## src/rtl/pipeline_skid_reg.sv

```systemverilog
// Two-entry pipeline skid register with a registered ready/valid handshake.
// The main register drives out_data; the skid register catches the one word
// that arrives on the edge where downstream stalls while the main register is
// occupied. in_ready, out_valid, out_data and occupancy all come straight
// from flops, so no input reaches any output combinationally.
module pipeline_skid_reg #(
    parameter int WIDTH = 32
) (
    input  logic             clk,
    input  logic             reset,
    input  logic             in_valid,
    output logic             in_ready,
    input  logic [WIDTH-1:0] in_data,
    output logic             out_valid,
    input  logic             out_ready,
    output logic [WIDTH-1:0] out_data,
    output logic [1:0]       occupancy
);

    typedef enum logic [1:0] {
        EMPTY = 2'd0,
        BUSY  = 2'd1,
        FULL  = 2'd2
    } state_t;

    state_t           state_reg;
    logic [WIDTH-1:0] main_reg;
    logic [WIDTH-1:0] skid_reg;
    logic             in_ready_reg;
    logic             out_valid_reg;
    logic [1:0]       occupancy_reg;

    logic in_fire;
    logic out_fire;

    // Handshake qualifiers use only the registered ready/valid, so a transfer
    // never depends on a value that was computed from the same cycle's inputs.
    assign in_fire  = in_valid & in_ready_reg;
    assign out_fire = out_valid_reg & out_ready;

    // Single state machine: state, payload registers and all registered outputs
    // are updated together from the state being entered.
    always_ff @(posedge clk) begin
        if (reset) begin
            state_reg     <= EMPTY;
            main_reg      <= '0;
            skid_reg      <= '0;
            in_ready_reg  <= 1'b0;
            out_valid_reg <= 1'b0;
            occupancy_reg <= 2'd0;
        end else begin
            case (state_reg)
                EMPTY: begin
                    // in_ready is low only on the first edge after reset;
                    // raising it here opens the input from the next cycle.
                    in_ready_reg <= 1'b1;
                    if (in_fire) begin
                        main_reg      <= in_data;
                        state_reg     <= BUSY;
                        out_valid_reg <= 1'b1;
                        occupancy_reg <= 2'd1;
                    end
                end
                BUSY: begin
                    if (in_fire && !out_fire) begin
                        // Downstream stalled: park the new word behind main.
                        skid_reg      <= in_data;
                        state_reg     <= FULL;
                        in_ready_reg  <= 1'b0;
                        occupancy_reg <= 2'd2;
                    end else if (in_fire && out_fire) begin
                        // Pass-through: old word leaves, new word replaces it.
                        main_reg <= in_data;
                    end else if (out_fire) begin
                        state_reg     <= EMPTY;
                        out_valid_reg <= 1'b0;
                        occupancy_reg <= 2'd0;
                    end
                end
                FULL: begin
                    // No input can arrive here because in_ready is low.
                    if (out_fire) begin
                        main_reg      <= skid_reg;
                        state_reg     <= BUSY;
                        in_ready_reg  <= 1'b1;
                        occupancy_reg <= 2'd1;
                    end
                end
                default: begin
                    state_reg     <= EMPTY;
                    in_ready_reg  <= 1'b0;
                    out_valid_reg <= 1'b0;
                    occupancy_reg <= 2'd0;
                end
            endcase
        end
    end

    assign in_ready  = in_ready_reg;
    assign out_valid = out_valid_reg;
    assign out_data  = main_reg;
    assign occupancy = occupancy_reg;

endmodule

```

## config.mk

```make
export PLATFORM = sky130hd
export DESIGN_NAME = pipeline_skid_reg
export DESIGN_NICKNAME = d
export VERILOG_FILES = /design/src/rtl/pipeline_skid_reg.sv
export SDC_FILE = /design/constraint.sdc
export NUM_CORES = 1
export LEC_CHECK = 0
export CAP_MARGIN = 20
export CORE_ASPECT_RATIO = 0.7
export CORE_MARGIN = 8
export CORE_UTILIZATION = 50
export CTS_CLUSTER_DIAMETER = 150
export CTS_CLUSTER_SIZE = 20
export DETAILED_ROUTE_END_ITERATION = 12
export GPL_TIMING_DRIVEN = 0
export PLACE_DENSITY = 0.76
export SYNTH_ARGS = -nofsm -noshare
export SYNTH_HDL_FRONTEND = slang
export SYNTH_SLANG_ARGS = --single-unit
```

## constraint.sdc

```tcl
create_clock -name clk -period 1.75 [get_ports clk]
set_clock_uncertainty 0.05 [all_clocks]
set_input_delay 0.4375 -clock clk [delete_from_list [all_inputs] [get_ports clk]]
set_output_delay 0.4375 -clock clk [all_outputs]
set_load 0.05 [all_outputs]
```

Word-level counts from Yosys, hierarchy flattened
Index checks and enable logic that the tools add are counted.

storage, ports and cells
  register bits after elaboration = 68
  output and inout port bits = 36
  logic and storage cells = 48

cells by class
  eq/ne operators = 11
  multiplexer cells = 19
  bitwise gates (word level) = 3
  reductions and logical operators = 10

operators by type and width
  operator                                              number
  2-to-1 mux 32 bit                                     4
  case mux 32 bit (3 select lines)                      1
  inequality test 2 bit (second input constant)         7
  2-to-1 mux 2 bit                                      5
  AND reduction 5 bit                                   2
  2-to-1 mux 1 bit                                      6
  inequality test 3 bit (second input constant)         2
  case mux 1 bit (3 select lines)                       2
  case mux 2 bit (3 select lines)                       1
  AND reduction 2 bit                                   2
  AND reduction 4 bit                                   1
  nonzero test 3 bit                                    1
  bitwise AND 1 bit                                     2
  equality test 2 x 1 -> 1 bit (second input constant)  1
  equality test 2 bit (second input constant)           1
  logical AND 1 bit                                     2
  zero test 2 bit                                       1
  zero test 1 bit                                       1
  NOT 1 bit                                             1

Logic depth before layout (Yosys ltp)
Gate-level depths: netlist of the first run.

  depth after elaboration = 5
  gate-level depth with buffers = 6
  depth with buffers taken out = 3

Worst setup path after synthesis of the first run
OpenSTA, ideal clock, no wires.

  kind = reg-to-reg
  start = register occupancy[1] (netlist name)
  end = register main_reg[19], in the netlist out_data[19]
  library setup time = 0.140 ns
  arrival time = 1.600 ns
  required time = 1.560 ns
  setup slack = -0.040 ns
  cell stages (with the launch flop) = 7
  period minus slack after synthesis = 1.790 ns
  path through = dfxtp_1 > and3b_1 > buf_2 > buf_6 > buf_6 > a211oi_2 > a211oi_2

RTL lines
  element               RTL line  text
  to (signal assigned)  58        main_reg <= in_data;
  to (signal assigned)  73        main_reg <= in_data;
  to (signal assigned)  83        main_reg <= skid_reg;
  to (decl)             27        logic [WIDTH-1:0] main_reg;

Worst setup path in the final report of the first run
  start = register main_reg[9], in the netlist out_data[9]
  end = output out_data[9]

RTL lines
  element    RTL line  text
  to (decl)  16        output logic [WIDTH-1:0] out_data,

No word-level cell between the ends.

==> results of run 1 <==
==> logic make-up after synthesis <==
group / Yosys count / share of synthesized area
muxes: 32 / 0.0997
AOI/OAI and AO/OA: 139 / 0.332
DFF: 68 / 0.424
buffers and inverters: 43 / 0.0736
and+or+nand+nor: 42 / 0.0705
==> synth_stat cells, types with 3 or more instances <==
cell type	number
dfxtp_1	68
buf_6	6
clkbuf_1	16
a211oi_2	36
a211oi_1	28
buf_4	3
nand3_1	32
a21oi_1	33
o21ai_0	35
inv_1	3
mux2i_1	32
buf_2	15
==> report_power, final <==
group / total (mW) / switching [mW] / internal (mW) / leakage (nW)
logic: 1.06 / 0.685 / 0.374 / 1.03
clock network: 1.36 / 0.627 / 0.735 / 0.0938
registers: 1.72 / 0.0719 / 1.64 / 0.555
==> per-layer routing <==
layer	global-route usage	part of all wire	vias to the layer above
li1	-	-	1393
met1	0.258	0.47	1432
met2	0.285	0.44	104
met3	0.0679	0.082	9
met4	0.0569	0.0084	0
met5	0	0	-
==> path summary, 6_finish.rpt <==
check                                                from                        end  slack [ns]  cells after the start
worst max-delay path             out_data[9]$_SDFFE_PP0P_                out_data[9]        0.03                      1
worst min-delay path            skid_reg[13]$_SDFFE_PP0P_  skid_reg[13]$_SDFFE_PP0P_        0.43                      2
worst max register to register  occupancy[1]$_SDFFE_PP0P_  out_data[23]$_SDFFE_PP0P_        0.18                      5
worst min register to register  skid_reg[13]$_SDFFE_PP0P_  skid_reg[13]$_SDFFE_PP0P_        0.43                      2
==> what timing repair did <==
action / CTS / global route
resized for setup: 55 / 74
endpoints found under the hold margin: 0 / 0
buffers inserted: 0 / 0
setup endpoints to repair: 77 / 72
==> final cells by class <==
class | count | area [um2] | area share
inverters | 3 | 11.3 | 0.00266
well taps | 78 | 97.6 | 0.0230
clock buffers | 11 | 151 | 0.0357
plain buffers | 40 | 254 | 0.0599
multi-input cells | 213 | 1690 | 0.398
flip-flops and latches | 68 | 1360 | 0.322
repair buffers | 70 | 612 | 0.144
clock inverters | 5 | 60.1 | 0.0142
==> run metrics, run 1 <==
outcome=finished clean; Total Routing Usage GR=0.193; cell accounting for the most synthesized area=dfxtp_1; critical path class=register to output port; Ys Warns=0; setup tns final=0 ns; leakage power figure=1.68 nW; most frequent cells in the layout=dfxtp_1, a211oi_2, o21ai_0, a21oi_1, clkdlybuf4s50_1; Tightest Pin Transition=0.792 ns; Final Util=0.682; fraction of registers with async set/reset=0; cell area after synthesis=0.00321 mm2; vias in the first global route=2857; CTS clk-pin slew, worst paths=0.08 ns; layout cell share with drive strength beyond 1=0.293; routability cong.=0.826; die width=112 um; Hold WC Path Type=register to register; post-route cell area=0.00424 mm2; post-DP HPWL=6230 um; Crit path largest cell delay=0.52 ns; PD cells=976 mW/mm2; I/O Pins=72; CP Cell Sequence=clkdlybuf4s15_1; Cells after Synth=324; Period minus WS final=1.72 ns; P&R area growth vs syn=31.9%; final setup vio count=0; Std-Cell Core Area=0.00622 mm2; Fillers=502; Synth top area share=0.424; Seq/Total Area, Yosys=0.424; Worst-Skew Late Latency=0.36 ns; clock sink count=68; Rows=24; Worst path top cell family by delay=buffers and inverters; Avg Cell Area, Syn=9.91 um2; CTS tree=yes; die height=83.1 um; Netlist cell types=29; Layout Nets=441; cts bufs inserted=9; fin crit share=0.980; drt drc=0; Placement Setup Slack=-0.487 ns; critical path's slowest cell=clkdlybuf4s15_1; # port buffers=70; Max Cap Violations=0; initial core utilization=0.517; first-pass GRT wire length=14800 um; most frequent standard cell in the layout excluding fill and tap cells=dfxtp_1; Pre-antenna DRT Iters=4; setup ws final=0.0349 ns; synth top area cells=dfxtp_1, a211oi_2, mux2i_1, a211oi_1, o21ai_0; hold_buf cts=0; Die ar.=0.00929 mm2; Ant. Diodes=0; Post-synth EDFFs=0; CP Max Fanout=2; crit end category=output port; Final Hold Fails=0; vias after detailed routing=2938; DR iter-0 viols=178; Worst Setup Start Kind=register; DR WL/cell=18.7 um; post-DR vias/cell=6.02; Worst Path Buf+Inv=1; Final Max Tran Viols=0; global route total overflow=0; Worst EP required=1.26 ns; H-Tree Depth=3; syn nets=360; Finished Layout Cells=488; worst vdd ir=0.533 mV; dpl cells=472; Clock Tree Buf Depth=2; DP Area=0.00401 mm2; Pwr Total=4.14 mW; Total Routed Length=9120 um; clock tree root driver cell=clkbuf_8; critical path arrival=1.23 ns; register bit total from synthesis=68; Synth Flop Type=dfxtp_1; initial antenna violation count=0; Worst slew margin=0.472; f_max=583 MHz; largest net degree at the start of global routing=13; Final Hold Slack=0.427 ns; post-route ant nets=0
No activity file was read; power rests on OpenSTA's default activity.
==> inputs of run 2 (changes only) <==
--- a/config.mk
+++ b/config.mk
@@ -6,8 +6,7 @@
 export NUM_CORES = 1
 export LEC_CHECK = 0
 export CAP_MARGIN = 20
-export CORE_ASPECT_RATIO = 0.7
-export CORE_MARGIN = 8
+export CORE_MARGIN = 2
 export CORE_UTILIZATION = 50
 export CTS_CLUSTER_DIAMETER = 150
 export CTS_CLUSTER_SIZE = 20
==> run metrics, run 2 (synthesis results as in run 1) <==
outcome=finished clean; crit end category=output port; I/O Pins=72; CP Max Fanout=2; Tightest Pin Transition=0.748 ns; post-CTS setup buffer count=0; Std-Cell Core Area=0.00628 mm2; Worst EP required=1.26 ns; unrepaired setup endpoints after global routing=no; Clock Tree Buf Depth=2; Fillers=499; critical path's slowest cell=clkdlybuf4s15_1; fin crit share=0.981; Ant. Diodes=0; Crit path largest cell delay=0.52 ns; setup tns final=0 ns; Pre-antenna DRT Iters=4; initial antenna violation count=0; layout cell share with drive strength beyond 1=0.267; drt drc=0; most frequent standard cell in the layout excluding fill and tap cells=dfxtp_1; Final Max Tran Viols=0; Period minus WS final=1.72 ns; dpl cells=471; cts bufs inserted=9; vias in the first global route=2854; P&R area growth vs syn=33.6%; DR iter-0 viols=105; CTS tree=yes; Max Cap Violations=0; initial core utilization=0.512; Total Routed Length=8630 um; Final Hold Fails=0; Finished Layout Cells=486; die width=84.1 um; Worst Path Buf+Inv=1; Hold WC Path Type=register to register; Worst slew margin=0.502; first-pass GRT wire length=14000 um; Worst Setup Start Kind=register; global route total overflow=0; Layout Nets=441; vias after detailed routing=2871; H-Tree Depth=3; # port buffers=70; critical path arrival=1.23 ns; f_max=583 MHz; largest net degree at the start of global routing=11; worst vdd ir=0.501 mV; critical path class=register to output port; Pwr Total=3.86 mW; DR WL/cell=17.8 um; post-DR vias/cell=5.91; Rows=29; clock tree root driver cell=clkbuf_8; CP Cell Sequence=clkdlybuf4s15_1; Die ar.=0.00708 mm2; leakage power figure=1.74 nW; most frequent cells in the layout=dfxtp_1, a211oi_2, o21ai_0, a21oi_1; Worst path top cell family by delay=buffers and inverters; CTS clk-pin slew, worst paths=0.07 ns; die height=84.1 um; final setup vio count=0; Worst-Skew Late Latency=0.33 ns; routability cong.=0.778; post-route ant nets=0; Total Routing Usage GR=0.248; post-DP HPWL=5750 um; clock sink count=68; PD cells=898 mW/mm2
## run 2: cell types whose count changed in the layout (fill, tap and decap cells not counted), sizes merged
cell           delta
bufinv            -1
clkdlybuf4s50     -1
clkbuf           -15
buf               -1
clkdlybuf4s18     +1
dlygate4sd2      +16
clkinv            +3
clkinvlp          -4
dlymetal6s2s      +1
## run 2: routing by layer
layer	part of all wire	up-vias	global-route usage
li1	-	1387	-
met1	0.45	1394	0.328
met2	0.48	78	0.395
met3	0.051	12	0.0649
met4	0.013	0	0.0806
met5	0	-	0
## run 2: cell type report
| type | instances | area, um2 | share of cell area |
|---|---|---|---|
| clock inverter | 3 | 15.0 | 0.00350 |
| timing repair buffer | 70 | 678 | 0.158 |
| inverter | 3 | 11.3 | 0.00262 |
| clock buffer | 12 | 135 | 0.0315 |
| multi-input combinational | 213 | 1730 | 0.404 |
| buffer | 40 | 259 | 0.0603 |
| tap | 77 | 96.3 | 0.0224 |
| sequential | 68 | 1360 | 0.318 |
## run 2: worst register-to-register path, delay by kind of cell, from the launching register on
| family | cells | cell delay (ns) |
|---|---|---|
| compound gates | 1 | 0.10 |
| buf+inv | 2 | 0.39 |
| flops | 1 | 0.41 |
| mux | 1 | 0.26 |
| simple gates | 1 | 0.24 |
## run 2: through the flow
| step | hold WS [ns] | util | setup WS (ns) | area (um2) |
|---|---|---|---|---|
| after detailed placement | 0.416 | 0.639 | -0.531 | 4010 |
| after global routing | 0.448 | 0.684 | 0.000344 | 4290 |
| final | 0.425 | 0.684 | 0.0339 | 4290 |
| after global placement | 0.409 | 0.639 | -0.434 | 4010 |
| after floorplan | 0.403 | - | 0.0378 | 3210 |
| after CTS | 0.425 | 0.678 | 0.00258 | 4260 |
## run 2: final timing paths
path	slack [ns]	cells after the start	end	start
min	0.43	2	skid_reg[30]$_SDFFE_PP0P_	skid_reg[30]$_SDFFE_PP0P_
max reg2reg	0.16	5	out_data[30]$_SDFFE_PP0P_	occupancy[1]$_SDFFE_PP0P_
max	0.03	1	out_data[15]	out_data[15]$_SDFFE_PP0P_
min reg2reg	0.43	2	skid_reg[30]$_SDFFE_PP0P_	skid_reg[30]$_SDFFE_PP0P_
## run 2: what timing repair did
item,CTS,global route
pin swaps,0,0
hold buffers,0,0
endpoints found under the setup margin,88,78
cloned,0,0
gates resized for setup,76,30
## run 2: report_power, final
part           switching, mW  internal, mW
Clock                  0.554         0.501
Sequential            0.0707          1.64
Combinational          0.687         0.399
